$ cat config.mk
export PLATFORM = sky130hd
export DESIGN_NAME = stepper_multi_driver
export DESIGN_NICKNAME = d
export VERILOG_FILES = /design/src/rtl/stepper_multi_driver.sv
export SDC_FILE = /design/constraint.sdc
export NUM_CORES = 1
export LEC_CHECK = 0
export ABC_AREA = 0
export CORE_MARGIN = 2
export CORE_UTILIZATION = 50
export DETAILED_ROUTE_END_ITERATION = 8
export PLACE_DENSITY = 0.73
export SETUP_SLACK_MARGIN = 0.5
export SLEW_MARGIN = 30
export SYNTH_ARGS = -nofsm -noshare
export SYNTH_HDL_FRONTEND = slang
export SYNTH_SLANG_ARGS = --single-unit
$ cat constraint.sdc
create_clock -name clock -period 2.6 [get_ports clock]
set_input_delay 0.52 -clock clock [delete_from_list [all_inputs] [get_ports clock]]
set_output_delay 0.52 -clock clock [all_outputs]
set_load 0.05 [all_outputs]
$ cat src/rtl/stepper_multi_driver.sv
// NCH-channel stepper move controller: per-channel DIR setup, STEP pulse train, torque hold, busy/done.
// Optional per-channel abort input is compiled in when MOVE_ABORT_EN is defined.
`timescale 1ns/1ps

module stepper_multi_driver #(
  parameter int NCH            = 2,
  parameter int STEP_W         = 8,
  parameter int SETUP_TICKS    = 1,
  parameter int PULSE_CYC      = 4,
  parameter int END_MOVE_DELAY = 50
) (
  input  logic                  clock,
  input  logic                  reset_n,
  input  logic                  step_clock,
  input  logic [NCH-1:0]        start,
  input  logic [NCH*STEP_W-1:0] steps,
  input  logic [NCH-1:0]        dir_in,
`ifdef MOVE_ABORT_EN
  input  logic [NCH-1:0]        abort,
`endif
  output logic [NCH-1:0]        step_out,
  output logic [NCH-1:0]        dir_out,
  output logic [NCH-1:0]        en_out,
  output logic [NCH-1:0]        busy,
  output logic [NCH-1:0]        done
);

  localparam int SETUP_W = $clog2(SETUP_TICKS + 1);
  localparam int PULSE_W = $clog2(PULSE_CYC + 1);
  localparam int HOLD_W  = (END_MOVE_DELAY > 0) ? $clog2(END_MOVE_DELAY + 1) : 1;

  localparam logic [SETUP_W-1:0] SETUP_INIT = SETUP_W'(SETUP_TICKS);
  localparam logic [SETUP_W-1:0] SETUP_ONE  = SETUP_W'(1);
  localparam logic [PULSE_W-1:0] PULSE_INIT = PULSE_W'(PULSE_CYC);
  localparam logic [PULSE_W-1:0] PULSE_ONE  = PULSE_W'(1);
  localparam logic [HOLD_W-1:0]  HOLD_INIT  = HOLD_W'(END_MOVE_DELAY);
  localparam logic [HOLD_W-1:0]  HOLD_ONE   = HOLD_W'(1);
  localparam logic [STEP_W-1:0]  STEP_ONE   = STEP_W'(1);

  typedef enum logic [1:0] {IDLE, SETUP, RUN, HOLD} state_t;

  logic prev_step_q;
  logic tick;
  logic [NCH-1:0] abort_req;

`ifdef MOVE_ABORT_EN
  assign abort_req = abort;
`else
  assign abort_req = '0;
`endif

  always_ff @(posedge clock or negedge reset_n) begin
    if (!reset_n) prev_step_q <= 1'b0;
    else          prev_step_q <= step_clock;
  end

  assign tick = step_clock & ~prev_step_q;

  // Handshake: start[i] is a one-cycle request with no ready; it is taken only in IDLE,
  // busy[i] rises on the following cycle and any start seen while busy is dropped.
  for (genvar i = 0; i < NCH; i++) begin : g_ch
    state_t              state_q, state_d;
    logic [STEP_W-1:0]   remaining_q, remaining_d;
    logic [SETUP_W-1:0]  setup_q, setup_d;
    logic [PULSE_W-1:0]  pulse_q, pulse_d;
    logic [HOLD_W-1:0]   hold_q, hold_d;
    logic                step_q, step_d;
    logic                dir_q, dir_d;
    logic                en_q, en_d;
    logic                busy_q, busy_d;
    logic                done_q, done_d;
    logic                abort_pend_q, abort_pend_d;
    logic [STEP_W-1:0]   req_steps;

    assign req_steps = steps[i*STEP_W +: STEP_W];

    always_ff @(posedge clock or negedge reset_n) begin
      if (!reset_n) begin
        state_q      <= IDLE;
        remaining_q  <= '0;
        setup_q      <= '0;
        pulse_q      <= '0;
        hold_q       <= '0;
        step_q       <= 1'b0;
        dir_q        <= 1'b0;
        en_q         <= 1'b1;
        busy_q       <= 1'b0;
        done_q       <= 1'b0;
        abort_pend_q <= 1'b0;
      end else begin
        state_q      <= state_d;
        remaining_q  <= remaining_d;
        setup_q      <= setup_d;
        pulse_q      <= pulse_d;
        hold_q       <= hold_d;
        step_q       <= step_d;
        dir_q        <= dir_d;
        en_q         <= en_d;
        busy_q       <= busy_d;
        done_q       <= done_d;
        abort_pend_q <= abort_pend_d;
      end
    end

    always_comb begin
      state_d      = state_q;
      remaining_d  = remaining_q;
      setup_d      = setup_q;
      pulse_d      = pulse_q;
      hold_d       = hold_q;
      step_d       = step_q;
      dir_d        = dir_q;
      en_d         = en_q;
      busy_d       = busy_q;
      done_d       = done_q;
      abort_pend_d = abort_pend_q;
      case (state_q)
        IDLE: begin
          if (start[i]) begin
            busy_d       = 1'b1;
            done_d       = 1'b0;
            abort_pend_d = 1'b0;
            if (req_steps != '0) begin
              remaining_d = req_steps;
              dir_d       = dir_in[i];
              en_d        = 1'b0;
              setup_d     = SETUP_INIT;
              state_d     = SETUP;
            end else begin
              // Empty move: a zero hold finishes on the next edge with coils untouched.
              hold_d  = '0;
              state_d = HOLD;
            end
          end
        end
        SETUP: begin
          if (abort_req[i]) begin
            hold_d  = HOLD_INIT;
            state_d = HOLD;
          end else if (tick) begin
            setup_d = setup_q - SETUP_ONE;
            if (setup_q == SETUP_ONE) state_d = RUN;
          end
        end
        RUN: begin
          if (abort_req[i]) abort_pend_d = 1'b1;
          if (step_q) begin
            // Ticks during a pulse are dropped; the pulse always runs its full width.
            if (pulse_q == PULSE_ONE) begin
              step_d = 1'b0;
              if (remaining_q == '0 || abort_pend_q || abort_req[i]) begin
                hold_d  = HOLD_INIT;
                state_d = HOLD;
              end
            end else begin
              pulse_d = pulse_q - PULSE_ONE;
            end
          end else if (abort_req[i]) begin
            hold_d  = HOLD_INIT;
            state_d = HOLD;
          end else if (tick) begin
            step_d      = 1'b1;
            pulse_d     = PULSE_INIT;
            remaining_d = remaining_q - STEP_ONE;
          end
        end
        HOLD: begin
          if (hold_q == '0) begin
            en_d    = 1'b1;
            busy_d  = 1'b0;
            done_d  = 1'b1;
            state_d = IDLE;
          end else if (tick) begin
            hold_d = hold_q - HOLD_ONE;
          end
        end
        default: state_d = IDLE;
      endcase
    end

    assign step_out[i] = step_q;
    assign dir_out[i]  = dir_q;
    assign en_out[i]   = en_q;
    assign busy[i]     = busy_q;
    assign done[i]     = done_q;
  end

endmodule

==> results of run 1 <==
## report_power, final
part | leakage [nW] | switching, mW | internal, mW
logic | 1.21 | 1.13 | 0.874
clock network | 0.0612 | 0.283 | 0.312
registers | 0.593 | 0.271 | 1.03
total | 1.87 | 1.69 | 2.21
## sequential cells by signal (all words and copies together), names as in the netlist
name,flops
g_ch.dir_q,2
prev_step_q,1
g_ch.state_q,4
g_ch.en_q,2
g_ch.done_q,2
g_ch.hold_q,12
g_ch.remaining_q,16
g_ch.setup_q,2
g_ch.step_q,2
g_ch.busy_q,2
g_ch.pulse_q,6
## worst max-delay path by stage
stage,start,to,slack [ns]
5_1_grt,g_ch[0].pulse_q[1]$_DFFE_PN0P_,g_ch[0].hold_q[1]$_DFFE_PN0P_,0.45
3_3_place_gp,steps[1],g_ch[0].hold_q[1]$_DFFE_PN0P_,-0.12
4_1_cts,steps[4],g_ch[0].hold_q[1]$_DFFE_PN0P_,0.40
2_1_floorplan,steps[1],g_ch[0].hold_q[1]$_DFFE_PN0P_,0.30
6_report,g_ch[1].remaining_q[4]$_DFFE_PN0P_,g_ch[1].hold_q[1]$_DFFE_PN0P_,0.54
3_5_place_dp,steps[1],g_ch[0].hold_q[1]$_DFFE_PN0P_,-0.14
## final cells by class
type / count / area [sq um] / area share
clock buffers: 6 / 82.58 / 0.01879
repair buffers: 69 / 589.3 / 0.1341
flip-flops and latches: 51 / 1279 / 0.2909
clock inverters: 2 / 35.03 / 0.007970
inverters: 39 / 146.4 / 0.03330
multi-input cells: 279 / 2143 / 0.4876
well taps: 96 / 120.1 / 0.02733
## kinds of logic after synthesis
family	count (synthesis)	share of synthesized area
AND/OR/NAND/NOR	122	0.1886
AO/OA/AOI/OAI	117	0.2424
buffers and inverters	64	0.07846
flip-flops	51	0.3596
adder cells (fa/ha/maj)	22	0.07741
multiplexers	18	0.05348
## what timing repair did
| item | 4_1_cts | 5_1_grt |
|---|---|---|
| cloned | 0 | 0 |
| setup endpoints to repair | 27 | 25 |
| gates resized for setup | 19 | 33 |
| buffers inserted | 1 | 4 |
| pin swaps | 6 | 9 |
## layout by cell type (no fill, tap or decap), types with 4 or more instances in the layout
master / instances
a211oi_1: 8
a21oi_1: 10
a22o_1: 7
a31oi_1: 10
a41oi_1: 5
and2_1: 5
buf_4: 35
clkbuf_2: 4
clkbuf_8: 6
clkdlybuf4s50_1: 18
dfrtp_1: 49
dlygate4sd2_1: 5
ha_1: 18
inv_1: 39
mux2i_1: 12
nand2_1: 23
nand2b_1: 8
nand3_1: 11
nand4_1: 7
nor2_1: 20
nor2b_1: 5
nor3_1: 8
nor4_1: 7
o2111ai_1: 4
o211ai_1: 12
o21ai_0: 19
o32ai_1: 4
or3_1: 5
or4_4: 5
## routing by layer
metal	global-route usage	up-vias
met1	0.2982	1585
met5	0	-
met4	0.07163	0
met3	0.03545	16
li1	-	1579
met2	0.4122	73
==> metrics, run 1 <==
Num CTS Buffers 5; Worst Reg-to-Reg Cells 4; core region area 0.006832 sq mm; Final Worst Setup Slack 0.5382 ns; top cells by count, synth 49 x dfrtp_1, 39 x inv_1, 23 x nand2_1, 22 x ha_1, 21 x o21ai_0; grt total ovfl 0; Post-synth EDFFs 0; DR DRC count 0; unique cell type count in the Yosys netlist 58; worst reg2reg path startpoint g_ch[1].remaining_q[4]$_DFFE_PN0P_; Worst Tran Pin Value 0.6074 ns; Buf/Inv on CP 0; initial antenna violation count 0; max_slew headroom 0.5913; Syn Nets 439; commonest register cell after synthesis dfrtp_1; gr usage total 0.2346; top cell type's share of synthesized area 0.3448; Design Power 3.900 mW; maximum vdd drop 286.9 uV; CTS Sinks 51; Met2 Wirelength 4346 um; dpl cell area 0.004123 sq mm; data required time of the critical path 2.80 ns; Top Layer Used met4; Seq cells post-synth 51; chip width 88.33 um; most frequent cell after synthesis dfrtp_1; antenna cells 0; Reg2Reg Capture Point g_ch[1].hold_q[1]$_DFFE_PN0P_; Die Ht 88.33 um; worst stage delay on the critical path 0.56 ns; Cells after Synth 394; cell area after layout 0.004395 sq mm; row cnt 30; vias 3253; port bufs 32; share of flip-flops with an asynchronous set or reset 1.000; post-route ant nets 0; layout cells sized above 1 0.1816; clk buf depth 2; Period minus WS final 2.062 ns; Yosys top cell by area dfrtp_1; Crit Path Category flip-flop to flip-flop; post-placement cell count 529; hold-fix buffers at CTS 0; initial DRC count 198; startpoint types flip-flop; DR pass1 iterations 4; vias in the first global route 3214; Post-Place Setup Slack -0.1375 ns; Hold Vio Cnt, Final 0; sequential fraction of the synthesis area 0.3596; Fmax 0.4850 GHz; DR vias/cell 6.002; Cell Area, Synth 0.003556 sq mm; total number of yosys warnings 0; MaxCap Viol Count 0; CTS H-tree depth 2; WL met1 3949 um; critical path, cell by cell or4_4 > o41ai_4 > and3_4 > mux2_4; stages on the worst setup path 4; final instance count without filler cells 542; hold_ws 0.1611 ns; routability congestion estimate 0.9041; syn avg cell area 9.025 sq um; largest net degree at the start of global routing 31; final wirelength 8698 um; # fillers 587; post-layout util 0.6434; first-pass GRT wire length 14680 um; clock latency on the worst-skew pair 0.32 ns; Clock Tree Root clkbuf_8; Worst path top cell family by delay simple AND/OR/NAND/NOR gates; pwr/cell area 887.3 mW/mm^2; Initial Util 0.5205; Post-DP HPWL 6425 um; met3 WL 258 um; clk_skew 0.01779 ns; outcome finished, final reports clean; Final #Nets 490; Synth area leaders dfrtp_1 34%, ha_1 7.7%, inv_1 4.1%, mux2i_1 3.7%, o21ai_0 3.0%; # setup viols final 0; CP max-delay cell or4_4; Setup TNS 0 ns; DR WL/cell 16.05 um; reg-to-reg setup timing slack 0.54 ns; Final Max Tran Viols 0; Period Utilization, post-route 0.7930; RSZ-0062 raised after global routing true; area grow syn2layout 23.61%; die area 0.007802 sq mm; Leakage 1.867 nW; Worst setup EP type flip-flop; boundary pin count 33; CTS tree done; critical path fanouts, max 5; HP Class primary input to asynchronous set/reset pin; CP arrival 2.26 ns; Clock transition at path regs 0.11 ns
No activity file was read; power rests on OpenSTA's default activity.
==> inputs of run 2 (changes only) <==
==> constraint.sdc (replaced) <==
create_clock -name clock -period 2 [get_ports clock]
set_input_delay 0.4 -clock clock [delete_from_list [all_inputs] [get_ports clock]]
set_output_delay 0.4 -clock clock [all_outputs]
set_load 0.05 [all_outputs]
==> run 2 against run 1 <==
Clock power grew 46%; combinational power grew 110%; first-iteration DRC count grew 43%; largest cell class unchanged; largest power group unchanged.
==> metrics, run 2 (synthesis gave the netlist of run 1 again) <==
clk_skew 0.008731 ns (was 0.01779 ns); Crit Path Category flip-flop to flip-flop (unchanged); Leakage 2.480 nW (was 1.867 nW); DR DRC count 0 (unchanged); worst reg2reg path startpoint g_ch[1].remaining_q[0]$_DFFE_PN0P_ (was g_ch[1].remaining_q[4]$_DFFE_PN0P_); pwr/cell area 1172 mW/mm^2 (was 887.3 mW/mm^2); Final Max Tran Viols 0 (unchanged); Worst Setup SP g_ch[1].remaining_q[0]$_DFFE_PN0P_ (was g_ch[1].remaining_q[4]$_DFFE_PN0P_); Met2 Wirelength 6555 um (was 4346 um); largest net degree at the start of global routing 52 (was 31); HP Class primary input to asynchronous set/reset pin (unchanged); max_slew headroom 0.7638 (was 0.5913); DR WL/cell 20.04 um (was 16.05 um); MaxCap Viol Count 0 (unchanged); CP arrival 2.17 ns (was 2.26 ns); Initial Util 0.5205 (unchanged); Worst Tran Pin Value 0.3498 ns (was 0.6074 ns); cell area after layout 0.005849 sq mm (was 0.004395 sq mm); largest registers g_ch.remaining_q: 16 flops, g_ch.hold_q: 12 flops, g_ch.pulse_q: 6 flops (unchanged); Fmax 0.5072 GHz (was 0.4850 GHz); chip width 88.33 um (unchanged); data required time of the critical path 2.20 ns (was 2.80 ns); DR pass1 iterations 5 (was 4); Post-DP HPWL 6798 um (was 6425 um); core region area 0.006832 sq mm (unchanged); Num CTS Buffers 5 (unchanged); Period minus WS final 1.972 ns (was 2.062 ns); Setup TNS 0 ns (unchanged); commonest cells after routing, fill and taps aside 94 x buf_4, 45 x dfrtp_1, 42 x buf_6 (was 49 x dfrtp_1, 39 x inv_1, 35 x buf_4); maximum vdd drop 521.3 uV (was 286.9 uV); Top Layer Used met4 (unchanged); initial antenna violation count 0 (unchanged); post-route ant nets 0 (unchanged); die area 0.007802 sq mm (unchanged); vias 3956 (was 3253); routability congestion estimate 0.9156 (was 0.9041); CTS tree done (unchanged); final wirelength 12740 um (was 8698 um); Design Power 6.853 mW (was 3.900 mW); outcome finished, final reports clean (unchanged); gr usage total 0.2858 (was 0.2346); clk buf depth 2 (unchanged); hold_ws 0.06667 ns (was 0.1611 ns); DR vias/cell 6.220 (was 6.002); dpl cell area 0.004503 sq mm (was 0.004123 sq mm); Final #Nets 584 (was 490); Clock Tree Root clkbuf_8 (unchanged); startpoint types flip-flop (unchanged); Clock transition at path regs 0.10 ns (was 0.11 ns); CTS H-tree depth 2 (unchanged); vias in the first global route 3712 (was 3214); Largest register FFs 16 (unchanged); # setup viols final 0 (unchanged); Largest Register g_ch.remaining_q (unchanged); met3 WL 497 um (was 258 um); first-pass GRT wire length 17600 um (was 14680 um); most common cell after layout, fill and taps aside buf_4 (was dfrtp_1); grt total ovfl 0 (unchanged); Hold Vio Cnt, Final 0 (unchanged); area grow syn2layout 64.50% (was 23.61%); Period Utilization, post-route 0.9858 (was 0.7930); layout cells sized above 1 0.5019 (was 0.1816); row cnt 30 (unchanged); RSZ-0062 raised after global routing true (unchanged); critical path fanouts, max 2 (was 5); CTS Sinks 51 (unchanged); clock latency on the worst-skew pair 0.31 ns (was 0.32 ns); boundary pin count 33 (unchanged); initial DRC count 284 (was 198); port bufs 32 (unchanged); Worst setup EP type flip-flop (unchanged); WL met1 4949 um (was 3949 um); antenna cells 0 (unchanged); Die Ht 88.33 um (unchanged)
[run 2: layer usage]
metal  track usage  up-vias
li1              -     1772
met4        0.1171        0
met3       0.04664       69
met1        0.3457     1941
met5             0        -
met2        0.5051      174
[run 2: per-stage QoR]
stage,cells,setup WS [ns],utilization
global placement,561,-0.5974,0.6592
CTS,603,0.05606,0.7694
detailed placement,561,-0.6048,0.6592
finish,636,0.02831,0.8562
floorplan,394,-0.1825,-
global route,636,-0.03828,0.8562
[run 2: cell type report]
cell class	instances	area, sq um
Clock buffer	6	72.57
Clock inverter	2	60.06
Fill cell	334	982.2
Inverter	39	171.4
Multi-Input combinational cell	279	2678
Sequential cell	51	1284
Tap cell	96	120.1
Timing Repair Buffer	162	1456
Timing Repair inverter	1	7.507
[run 2: what timing repair did]
action                     CTS  global route
gates resized for setup    165            83
cloned                       0             1
pin swaps                   30            34
setup buffers               34            32
hold buffers                 0             0
setup endpoints to repair   55            48
[run 2: worst paths after layout]
| path | end | slack (ns) | cells after the start |
|---|---|---|---|
| worst max-delay path | g_ch[1].hold_q[1]$_DFFE_PN0P_ | 0.03 | 6 |
| worst min-delay path | g_ch[0].hold_q[3]$_DFFE_PN0P_ | 0.07 | 2 |
| worst max register to register | g_ch[1].hold_q[1]$_DFFE_PN0P_ | 0.03 | 6 |
| worst min register to register | g_ch[1].en_q$_DFFE_PN1P_ | 0.48 | 2 |
| max in group asynchronous | g_ch[1].en_q$_DFFE_PN1P_ | 1.64 | 2 |
| min in group clock | g_ch[1].remaining_q[1]$_DFFE_PN0P_ | 0.39 | 3 |
[run 2: where the power goes]
group	leakage, nW	internal (mW)	switching [mW]	total [mW]
Combinational	1.83	2.09	2.17	4.26
Sequential	0.589	1.34	0.385	1.73
Clock	0.0654	0.501	0.366	0.866
[run 2: critical path, cell delays in order (launching register included)]
cell	delay (ns)
dfrtp_1	0.39
inv_1	0.08
ha_1	0.19
nand4b_1	0.25
o41ai_4	0.40
and3_4	0.27
mux2_4	0.29
